## config.mk

```make
export PLATFORM = sky130hd
export DESIGN_NAME = mdpram_sched_flat
export DESIGN_NICKNAME = d
export VERILOG_FILES = /design/src/rtl/mdpram_sched_pkg.sv /design/src/rtl/mdpram_sched_if.sv /design/src/rtl/mdpram_sched_rd_track.sv /design/src/rtl/mdpram_sched.sv /design/src/flat_wrapper.sv
export SDC_FILE = /design/constraint.sdc
export NUM_CORES = 1
export LEC_CHECK = 0
export CAP_MARGIN = 20
export CORE_ASPECT_RATIO = 0.75
export CORE_UTILIZATION = 45
export CTS_CLUSTER_SIZE = 24
export DETAILED_ROUTE_END_ITERATION = 16
export PLACE_DENSITY = 0.83
export SYNTH_ARGS = -nofsm -noshare
export SYNTH_HDL_FRONTEND = slang
export SYNTH_SLANG_ARGS = --single-unit
```

## constraint.sdc

```tcl
create_clock -name clk -period 9.2 [get_ports clk]
set_input_delay 1.38 -clock clk [delete_from_list [all_inputs] [get_ports clk]]
set_output_delay 1.38 -clock clk [all_outputs]
set_load 0.01 [all_outputs]
```

## src/rtl/mdpram_sched_pkg.sv

```systemverilog
// Shared types and constants for the multiport-RAM scheduler.
//   req_id_t : requester id carried through the read-tracking pipelines
//   rd_trk_t : {valid, id} entry of one read-tracking stage
package mdpram_pkg;
   localparam int MDPRAM_NUM_RD = 2;
   localparam int MDPRAM_NUM_WR = 2;
   // A package cannot see the top's NUM_REQ, so the id is sized for the
   // largest supported requester count (256); the top compares full ids.
   localparam int MDPRAM_ID_W   = 8;

   typedef logic [MDPRAM_ID_W-1:0] req_id_t;

   typedef struct packed {
      logic    valid;
      req_id_t id;
   } rd_trk_t;
endpackage

```

## src/rtl/mdpram_sched_if.sv

```systemverilog
// Requester-side bundle of the scheduler.
//   master : worker lanes (drive requests, receive grants/responses)
//   slave  : mdpram_sched
interface mdpram_sched_if #(
   parameter int NUM_REQ = 4,
   parameter int AW      = 10,
   parameter int WIDTH   = 17
);
   logic [NUM_REQ-1:0]            req_valid;
   logic [NUM_REQ-1:0]            req_we;
   logic [NUM_REQ-1:0][AW-1:0]    req_addr;
   logic [NUM_REQ-1:0][WIDTH-1:0] req_wdata;
   logic [NUM_REQ-1:0]            req_ready;
   logic [NUM_REQ-1:0]            rsp_valid;
   logic [NUM_REQ-1:0][WIDTH-1:0] rsp_rdata;

   modport master (
      output req_valid, req_we, req_addr, req_wdata,
      input  req_ready, rsp_valid, rsp_rdata
   );

   modport slave (
      input  req_valid, req_we, req_addr, req_wdata,
      output req_ready, rsp_valid, rsp_rdata
   );
endinterface

```

## src/rtl/mdpram_sched_rd_track.sv

```systemverilog
// RD_LAT-deep {valid, id} shift pipeline for one RAM read port. The last
// stage lines up with the RAM's read data for the read that loaded stage 0.
//   clk, rst : clock, async active-high reset (drops in-flight reads)
//   ld_i     : {grant, requester id} for this port in the current cycle
//   trk_o    : last stage, qualifies the RAM read data this cycle
module mdpram_rd_track
   import mdpram_pkg::*;
#(
   parameter int RD_LAT = 1
) (
   input  logic    clk,
   input  logic    rst,
   input  rd_trk_t ld_i,
   output rd_trk_t trk_o
);
   rd_trk_t [RD_LAT-1:0] pipe_q;

   always_ff @(posedge clk or posedge rst) begin
      if (rst) begin
         pipe_q <= '0;
      end else begin
         pipe_q[0] <= ld_i;
         for (int s = 1; s < RD_LAT; s++) pipe_q[s] <= pipe_q[s-1];
      end
   end

   assign trk_o = pipe_q[RD_LAT-1];
endmodule

```

## src/rtl/mdpram_sched.sv

```systemverilog
// Round-robin scheduler sharing one 2R/2W read-first RAM among NUM_REQ
// requesters. Grants up to two reads and two writes per cycle, drives the
// RAM ports and routes read data back to the issuing requester RD_LAT
// cycles after the grant.
//   clk, rst        : clock, async active-high reset
//   rif             : requester bundle (valid/we/addr/wdata, ready, rsp)
//   mem_rst_n       : RAM active-low reset (= ~rst)
//   mem_raddr/ren   : RAM read ports, mem_rdata returns RD_LAT later
//   mem_waddr/wen/wdata : RAM write ports
module mdpram_sched
   import mdpram_pkg::*;
#(
   parameter int  NUM_REQ = 4,
   parameter int  DEPTH   = 1000,
   parameter int  WIDTH   = 17,
   parameter int  RD_LAT  = 1,
   localparam int AW      = $clog2(DEPTH)
) (
   input  logic                                 clk,
   input  logic                                 rst,
   mdpram_sched_if.slave                        rif,
   output logic                                 mem_rst_n,
   output logic [MDPRAM_NUM_RD-1:0][AW-1:0]     mem_raddr,
   output logic [MDPRAM_NUM_RD-1:0]             mem_ren,
   input  logic [MDPRAM_NUM_RD-1:0][WIDTH-1:0]  mem_rdata,
   output logic [MDPRAM_NUM_WR-1:0][AW-1:0]     mem_waddr,
   output logic [MDPRAM_NUM_WR-1:0]             mem_wen,
   output logic [MDPRAM_NUM_WR-1:0][WIDTH-1:0]  mem_wdata
);
   localparam int             IDW     = (NUM_REQ > 1) ? $clog2(NUM_REQ) : 1;
   localparam logic [IDW:0]   NREQ    = (IDW+1)'(NUM_REQ);
   localparam logic [IDW-1:0] LAST_ID = IDW'(NUM_REQ-1);

   logic [IDW-1:0]             rr_ptr_q, rr_ptr_d;
   logic [NUM_REQ-1:0]         gnt;
   rd_trk_t [MDPRAM_NUM_RD-1:0] trk_ld, trk_out;
   logic [NUM_REQ-1:0]            rsp_v;
   logic [NUM_REQ-1:0][WIDTH-1:0] rsp_d;

   assign mem_rst_n = ~rst;
   // Read ports always enabled out of reset so the RAM pipeline keeps moving;
   // idle ports read address 0 and are masked by the tracking valid.
   assign mem_ren   = {MDPRAM_NUM_RD{~rst}};

   // Round-robin scan from rr_ptr_q: first two reads take read ports 0/1,
   // first write takes write port 0, next write takes port 1 only when its
   // address differs (two writes to one address would collide in the RAM).
   always_comb begin
      logic [1:0]     rd_n, wr_n;
      logic [IDW:0]   sum;
      logic [IDW-1:0] idx, last;
      logic           any;
      gnt       = '0;
      trk_ld    = '0;
      mem_raddr = '0;
      mem_waddr = '0;
      mem_wen   = '0;
      mem_wdata = '0;
      rd_n      = '0;
      wr_n      = '0;
      sum       = '0;
      idx       = '0;
      last      = rr_ptr_q;
      any       = 1'b0;
      for (int k = 0; k < NUM_REQ; k++) begin
         sum = {1'b0, rr_ptr_q} + (IDW+1)'(k);
         idx = (sum >= NREQ) ? IDW'(sum - NREQ) : IDW'(sum);
         if (!rst && rif.req_valid[idx]) begin
            if (!rif.req_we[idx]) begin
               if (rd_n != 2'd2) begin
                  gnt[idx]             = 1'b1;
                  mem_raddr[rd_n[0]]   = rif.req_addr[idx];
                  trk_ld[rd_n[0]]      = '{valid: 1'b1, id: req_id_t'(idx)};
                  rd_n                 = rd_n + 2'd1;
                  last                 = idx;
                  any                  = 1'b1;
               end
            end else if (wr_n == 2'd0 ||
                         (wr_n == 2'd1 && rif.req_addr[idx] != mem_waddr[0])) begin
               gnt[idx]           = 1'b1;
               mem_wen[wr_n[0]]   = 1'b1;
               mem_waddr[wr_n[0]] = rif.req_addr[idx];
               mem_wdata[wr_n[0]] = rif.req_wdata[idx];
               wr_n               = wr_n + 2'd1;
               last               = idx;
               any                = 1'b1;
            end
         end
      end
      if (!any)                rr_ptr_d = rr_ptr_q;
      else if (last == LAST_ID) rr_ptr_d = '0;
      else                     rr_ptr_d = last + IDW'(1);
   end

   always_ff @(posedge clk or posedge rst) begin
      if (rst) rr_ptr_q <= '0;
      else     rr_ptr_q <= rr_ptr_d;
   end

   for (genvar p = 0; p < MDPRAM_NUM_RD; p++) begin : g_trk
      mdpram_rd_track #(.RD_LAT(RD_LAT)) u_trk (
         .clk   (clk),
         .rst   (rst),
         .ld_i  (trk_ld[p]),
         .trk_o (trk_out[p])
      );
   end

   // One requester never holds both read ports, so at most one port hits
   // each requester per cycle.
   always_comb begin
      rsp_v = '0;
      rsp_d = '0;
      for (int p = 0; p < MDPRAM_NUM_RD; p++) begin
         for (int i = 0; i < NUM_REQ; i++) begin
            if (trk_out[p].valid && trk_out[p].id == req_id_t'(i)) begin
               rsp_v[i] = 1'b1;
               rsp_d[i] = mem_rdata[p];
            end
         end
      end
   end

   assign rif.req_ready = gnt;
   assign rif.rsp_valid = rsp_v;
   assign rif.rsp_rdata = rsp_d;
endmodule

```

## src/flat_wrapper.sv

```systemverilog
// flat-port wrapper written by rule: the top's interface ports become plain ports
module mdpram_sched_flat import mdpram_pkg::*;
#(
   parameter int  NUM_REQ = 4,
   parameter int  DEPTH   = 1000,
   parameter int  WIDTH   = 17,
   parameter int  RD_LAT  = 1,
   localparam int AW      = $clog2(DEPTH)
)
  (clk, rst, mem_rst_n, mem_raddr, mem_ren, mem_rdata, mem_waddr, mem_wen, mem_wdata, rif_req_valid, rif_req_we, rif_req_addr, rif_req_wdata, rif_req_ready, rif_rsp_valid, rif_rsp_rdata);
  mdpram_sched_if #(.NUM_REQ(NUM_REQ), .AW((10)), .WIDTH(WIDTH)) rif_i ();
  input  logic clk;
  input  logic rst;
  output logic mem_rst_n;
  output logic [MDPRAM_NUM_RD-1:0][AW-1:0] mem_raddr;
  output logic [MDPRAM_NUM_RD-1:0] mem_ren;
  input  logic [MDPRAM_NUM_RD-1:0][WIDTH-1:0] mem_rdata;
  output logic [MDPRAM_NUM_WR-1:0][AW-1:0] mem_waddr;
  output logic [MDPRAM_NUM_WR-1:0] mem_wen;
  output logic [MDPRAM_NUM_WR-1:0][WIDTH-1:0] mem_wdata;
  input wire logic [$bits(rif_i.req_valid)-1:0] rif_req_valid;
  input wire logic [$bits(rif_i.req_we)-1:0] rif_req_we;
  input wire logic [$bits(rif_i.req_addr)-1:0] rif_req_addr;
  input wire logic [$bits(rif_i.req_wdata)-1:0] rif_req_wdata;
  output wire logic [$bits(rif_i.req_ready)-1:0] rif_req_ready;
  output wire logic [$bits(rif_i.rsp_valid)-1:0] rif_rsp_valid;
  output wire logic [$bits(rif_i.rsp_rdata)-1:0] rif_rsp_rdata;
  assign rif_i.req_valid = rif_req_valid;
  assign rif_i.req_we = rif_req_we;
  assign rif_i.req_addr = rif_req_addr;
  assign rif_i.req_wdata = rif_req_wdata;
  assign rif_req_ready = rif_i.req_ready;
  assign rif_rsp_valid = rif_i.rsp_valid;
  assign rif_rsp_rdata = rif_i.rsp_rdata;
  mdpram_sched #(.NUM_REQ(NUM_REQ), .DEPTH(DEPTH), .WIDTH(WIDTH), .RD_LAT(RD_LAT)) u_core (.clk(clk), .rst(rst), .rif(rif_i), .mem_rst_n(mem_rst_n), .mem_raddr(mem_raddr), .mem_ren(mem_ren), .mem_rdata(mem_rdata), .mem_waddr(mem_waddr), .mem_wen(mem_wen), .mem_wdata(mem_wdata));
endmodule
```

==> flow_summary.yaml, run 1 <==
status:
  status: "complete, no violations"
pwr:
  peakVddDrop_mv: 0.270
  netSwitchingFraction_pct: 53.6
  power_density_mw_per_mm2: 379
  p_leak_uw: 0.00411
  comb_power_share_pct: 95.8
  seqPwrFrac_pct: 2.3
  p_switching_uw: 2170
  clockPowerShare_pct: 1.9
  finalPower_uw: 4060
  internal-power_uw: 1880
min_path:
  worstHoldPathCells: 6
  min_path_type: "reg -> reg"
floorplan:
  initial_core_util_pct: 46.2
  die_w_um: 150
  row_count: 40
  fp.dieH_um: 113
  coreArea_sq_mm: 0.0160
  die-area_sq_mm: 0.0170
  ioPinCount: 307
cts:
  clk_pin_slew_ns: 0.04
  clock_path_buffers: 2
  cts_resized: 0
  ctsRootBufferMaster: "clkbuf_16"
  cts_num_sinks: 8
  h-tree-depth: 1
  cts_buffers: 3
  cts_tree: "done"
  hold_buffers: 0
  cts_setup_buffers: 0
  insertion_delay_ns: 0.23
grt:
  grt_pass1_vias: 8663
  grt_pass1_wl_um: 48100
  grt_usage_pct: 36.4
  globalRouteOverflowTotal: 0
  grt_antenna_before_repair: 0
  grt_max_degree: 68
setup_path:
  crit_type: "reg -> out"
  critical_path_buf_inv_count: 4
  crit_path_max_incr_delay_ns: 0.73
  path_max_fanout: 26
  cp_num_cells: 19
  cp_slowest_cell: "ha_2"
  cpMostUsedCell: "buf_4"
  critPathLaunchType: "flop"
  crit_chain: "inv_1, ha_2, buf_4, mux4_2, a31oi_1, o22ai_1, nor4_1, a211oi_4, a21oi_1, ha_1, o41ai_4, a221o_2, mux2i_1, xnor2_1, nor4_4, nor3_2, buf_4, mux2_1, clkdlybuf4s50_1"
  crit_family: "compound AO/OA/AOI/OAI gates"
  worst_setup_path_end_kind: "output port"
  arrival_ns: 7.36
  required_ns: 7.82
  r2r.worst_path.cells: 19
timing:
  tns_ns: 0
  period_needed_ns: 8.74
  worstMarginPinSlew_ns: 1.07
  rsz0062_at_grt: "false"
  hold_violations: 0
  report.final.slew_viol_count: 0
  fin_crit_sh_pct: 95.0
  setup_viol: 0
  holdWs_ns: 1.03
  fin_skew_ns: 0.00283
  maxSlewHeadroom_pct: 28.6
  max_freq_mhz: 114
job:
  max_cap_viol_count: 0
cells_and_area:
  fill_cells: 1315
  final_layout_size_suffix_gt1_share_pct: 14.0
  final_core_util_pct: 66.9
  syn2layout_area_growth_pct: 44.8
  stdcell_area_sq_mm: 0.0107
  diodes: 0
  layout.nets: 1328
detailed_routing:
  routed_wl_um: 32100
  drt_iter0_drc: 1024
  postRouteAntennaNets: 0
  via_count: 9367
  drt-pass1-iter-count: 7
  wl_per_cell_um: 23.3
  via_per_inst: 6.81
  post-route-drc-count: 0
synth:
  netlist_instances: 913
  ys_types: 68
  synth_nets: 1075
  synth-edff-count: 0
  seq_area_frac_synth_pct: 2.71
  ys_ff_latch: 8
  synthFlopType: "dfrtp_1"
  synthArstFlopShare_pct: 100
  netlist_area_sq_mm: 0.00739
  yosysWarningCount: 0
  synth.avg_cell_area_sq_um: 8.10
placed_design:
  placed_area_sq_mm: 0.0106
  routabilityCongestion: 1.11
  io_buffer_count: 306
  hpwlAfterDp_um: 24900
==> area by class of cell <==
cell class | instances | area [sq um] | share of cell area, %
sequential | 8 | 205 | 1.92
tap | 210 | 263 | 2.45
clock buffer | 4 | 78.8 | 0.736
multi-input combinational | 780 | 6700 | 62.5
timing repair buffer | 340 | 3340 | 31.2
inverter | 33 | 124 | 1.16
==> worst paths after layout <==
path	start	to	slack (ns)
hold reg to reg	u_core.rr_ptr_q[1]	u_core.g_trk[0].u_trk.trk_o[1]	1.03
setup reg to reg	u_core.rr_ptr_q[0]	u_core.rr_ptr_q[1]	2.31
setup / recovery	u_core.rr_ptr_q[0]	mem_wdata[17]	0.46
max in group asynchronous	rst	u_core.rr_ptr_q[0]	7.39
min in group asynchronous	rst	u_core.g_trk[0].u_trk.trk_o[8]	1.60
hold / removal	u_core.rr_ptr_q[1]	u_core.g_trk[0].u_trk.trk_o[1]	1.03
==> tightest hold or removal path, cell delays in order (launching register included) <==
cell,delay [ns]
dfrtp_2,0.35
inv_1,0.05
buf_4,0.23
nor2_1,0.14
a21oi_1,0.05
nor2_1,0.08
a21oi_1,0.07
==> power by group through the flow <==
stage	logic, uW	clock network, uW	registers (uW)
detailed placement	3800	0	94.4
finish	3880	76.5	94.8
floorplan	2460	0	64.0
global route	4110	78.7	98.7
CTS	3810	76.5	94.8
global placement	3760	0	93.0
==> through the flow <==
stage,cells,worst slack [ns]
finish,1375,0.460
global route,1375,0.0266
CTS,1375,0.528
detailed placement,1371,0.617
global placement,1368,0.747
floorplan,913,1.73
==> registers in the layout, indices dropped and copies added, names as in the netlist <==
signal and flops:
u_core.rr_ptr_q 2, u_core.g_trk.u_trk.trk_o 6
==> layer usage <==
metal | up-vias | global-route usage, % | wire length [um]
li1 | 4184 | - | -
met1 | 4516 | 47.9 | 12800
met3 | 62 | 10.8 | 3960
met5 | - | 0 | 0
met2 | 605 | 56.7 | 14400
met4 | 0 | 12.1 | 922
==> synth_stat cells, types with 15 or more instances <==
library cell / count / share of area [%]
mux4_2: 79 / 24
o21ai_0: 65 / 4.4
nor2_1: 38 / 1.9
a32o_1: 17 / 2.3
nand2_1: 123 / 6.2
mux2_2: 19 / 2.9
xnor2_1: 15 / 1.8
o22ai_1: 29 / 2.5
inv_1: 31 / 1.6
mux2i_1: 51 / 6.9
a22o_1: 75 / 8.9
o221ai_1: 19 / 2.3
a21oi_1: 40 / 2.7
a22oi_1: 21 / 2.1
clkbuf_1: 57 / 2.9
a21o_1: 21 / 2.1
buf_2: 16 / 1.1
==> cells by family after synthesis <==
kind of cell,after synthesis,synth area share (%)
compound gates,367,36.6
fa+ha+maj,10,1.69
mux,159,35.4
xor+xnor,19,2.25
buf+inv,125,7.33
simple gates,225,14.1
flops,8,2.71
==> layout by cell type, fill, tap and decap left out, types with 4 or more instances in the layout <==
cell type	count
xnor2_1	15
o221ai_1	19
a22oi_1	21
nor2_1	38
a221oi_1	10
o211ai_1	5
a221o_1	5
a21oi_1	40
o21ai_0	65
a21o_1	21
nand3_1	13
nand2_1	123
mux2i_1	51
buf_4	30
dfrtp_1	6
inv_1	31
o2111ai_1	7
nand2b_1	6
ha_1	9
xor2_1	4
and2_1	7
or2_2	4
o22ai_1	29
a32o_1	17
clkdlybuf4s50_1	306
a31oi_1	13
mux4_2	79
mux2_2	19
o21ai_1	6
nor4_1	4
a22o_1	75
mux2_1	10
Power figures use the tool's default switching activity.
==> inputs of run 2 (changes only) <==
CORE_MARGIN = 10   (was not set)
SLEW_MARGIN = 30   (was not set)
==> flow_summary.yaml, run 2 (synthesized netlist as in run 1, its figures left out) <==
cells_and_area:
  final_layout_size_suffix_gt1_share_pct: 13.8
  layout.nets: 1323
  layout_commonest_cell: "clkdlybuf4s50_1"
  diodes: 0
  final_cell_mix: "306 x clkdlybuf4s50_1, 123 x nand2_1, 79 x mux4_2"
  finalNonFillerCells: 1370
  syn2layout_area_growth_pct: 44.6
  largest_reg_flops: 6
grt:
  globalRouteOverflowTotal: 0
  grt_antenna_before_repair: 0
  grt_pass1_vias: 8804
  grt_pass1_wl_um: 52300
  grt_usage_pct: 29.1
  grt_max_degree: 138
timing:
  hold_violations: 0
  setup_slack_ns: 0.296
  maxSlewHeadroom_pct: 37.7
  max_freq_mhz: 112
  fin_skew_ns: 0.00482
  holdWs_ns: 0.872
  report.final.slew_viol_count: 0
  setup_viol: 0
  worstMarginPinSlew_ns: 0.935
  fin_crit_sh_pct: 96.8
  tns_ns: 0
  rsz0062_at_grt: "false"
  period_needed_ns: 8.90
placed_design:
  routabilityCongestion: 1.07
  io_buffer_count: 306
  pre_cts_ws_ns: -0.0324
  hpwlAfterDp_um: 27300
  dpl.cell_count: 1366
cts:
  h-tree-depth: 1
  cts_num_sinks: 8
  cts_tree: "done"
  insertion_delay_ns: 0.23
  cts_buffers: 3
  clk_pin_slew_ns: 0.04
  clock_path_buffers: 2
  cts_setup_buffers: 0
  ctsRootBufferMaster: "clkbuf_16"
floorplan:
  row_count: 40
  die-area_sq_mm: 0.0220
  die_w_um: 168
  fp.dieH_um: 131
  coreArea_sq_mm: 0.0161
  initial_core_util_pct: 46.0
  ioPinCount: 307
setup_path:
  crit_chain: "clkdlybuf4s50_1, mux4_2, nor4bb_1, a31oi_1, a2bb2oi_1, nor4_1, a211oi_4, buf_4, a21oi_1, ha_1, o41ai_4, a221oi_1, buf_4, mux2_2, o22ai_2, nor4_4, nor3_2, buf_4, mux2_2, clkdlybuf4s50_1"
  required_ns: 7.82
  reg2reg_from: "u_core.rr_ptr_q[0]"
  cp_slowest_cell: "mux4_2"
  path_max_fanout: 38
  critPathLaunchType: "input pin"
  crit_type: "in -> out"
  cpMostUsedCell: "buf_4"
  arrival_ns: 7.52
  crit_path_max_incr_delay_ns: 0.63
  r2r.worst_path.cells: 19
  critPathLaunch: "rif_req_addr[13]"
  worst_setup_path_end_kind: "output port"
pwr:
  peakVddDrop_mv: 0.245
  power_density_mw_per_mm2: 382
  finalPower_uw: 4090
  p_leak_uw: 0.00409
detailed_routing:
  via_count: 9441
  postRouteAntennaNets: 0
  drt_iter0_drc: 1312
  routed_wl_um: 34900
  drt-pass1-iter-count: 6
  via_per_inst: 6.89
  post-route-drc-count: 0
  wl_per_cell_um: 25.5
min_path:
  worst_hold_startpoint: "u_core.rr_ptr_q[0]"
  min_path_type: "reg -> reg"
  worstHoldPathCells: 3
status:
  status: "complete, no violations"
job:
  max_cap_viol_count: 0
==> run 2: critical path, delay by kind of cell <==
family	cells	cell delay [ns]
AO/OA/AOI/OAI	7	1.40
buffers and inverters	5	1.97
multiplexers	3	1.39
AND/OR/NAND/NOR	4	1.10
adder cells (fa/ha/maj)	1	0.27
==> run 2: path summary, 6_finish.rpt <==
check                                                 end  slack [ns]
hold / removal             u_core.g_trk[1].u_trk.trk_o[0]        0.87
hold reg to reg            u_core.g_trk[1].u_trk.trk_o[0]        0.87
max in group asynchronous              u_core.rr_ptr_q[1]        7.09
setup reg to reg                       u_core.rr_ptr_q[1]        2.44
min in group asynchronous              u_core.rr_ptr_q[0]        1.64
setup / recovery                            mem_wdata[24]        0.30
==> run 2: metal layers <==
metal | share of wire (%) | track usage [%] | up-vias
li1 | - | - | 4193
met1 | 40 | 38.2 | 4572
met2 | 47 | 47.5 | 632
met3 | 12 | 7.28 | 44
met4 | 1.9 | 6.79 | 0
met5 | 0 | 0 | -
==> run 2: area by class of cell <==
class | count | area, sq um
multi-input combinational | 780 | 6730
fill | 1350 | 5370
timing repair buffer | 335 | 3290
tap | 210 | 263
sequential | 8 | 208
inverter | 33 | 124
clock buffer | 4 | 78.8
==> run 2: power by group <==
group	internal, uW	switching (uW)	leakage (uW)
Sequential	55.8	14.9	0.000100
Combinational	1770	2170	0.00395
Clock	57.8	17.6	0.0000382
==> run 2: what timing repair did <==
item	CTS	global route
hold buffers	0	0
endpoints found under the setup margin	15	21
resized for setup	1	1
gates cloned	0	0
==> run 2: stage by stage <==
step	util, %	area, sq um
finish	66.6	10700
global route	66.6	10700
CTS	66.5	10700
detailed placement	65.9	10600
global placement	65.9	10600
floorplan	-	7390
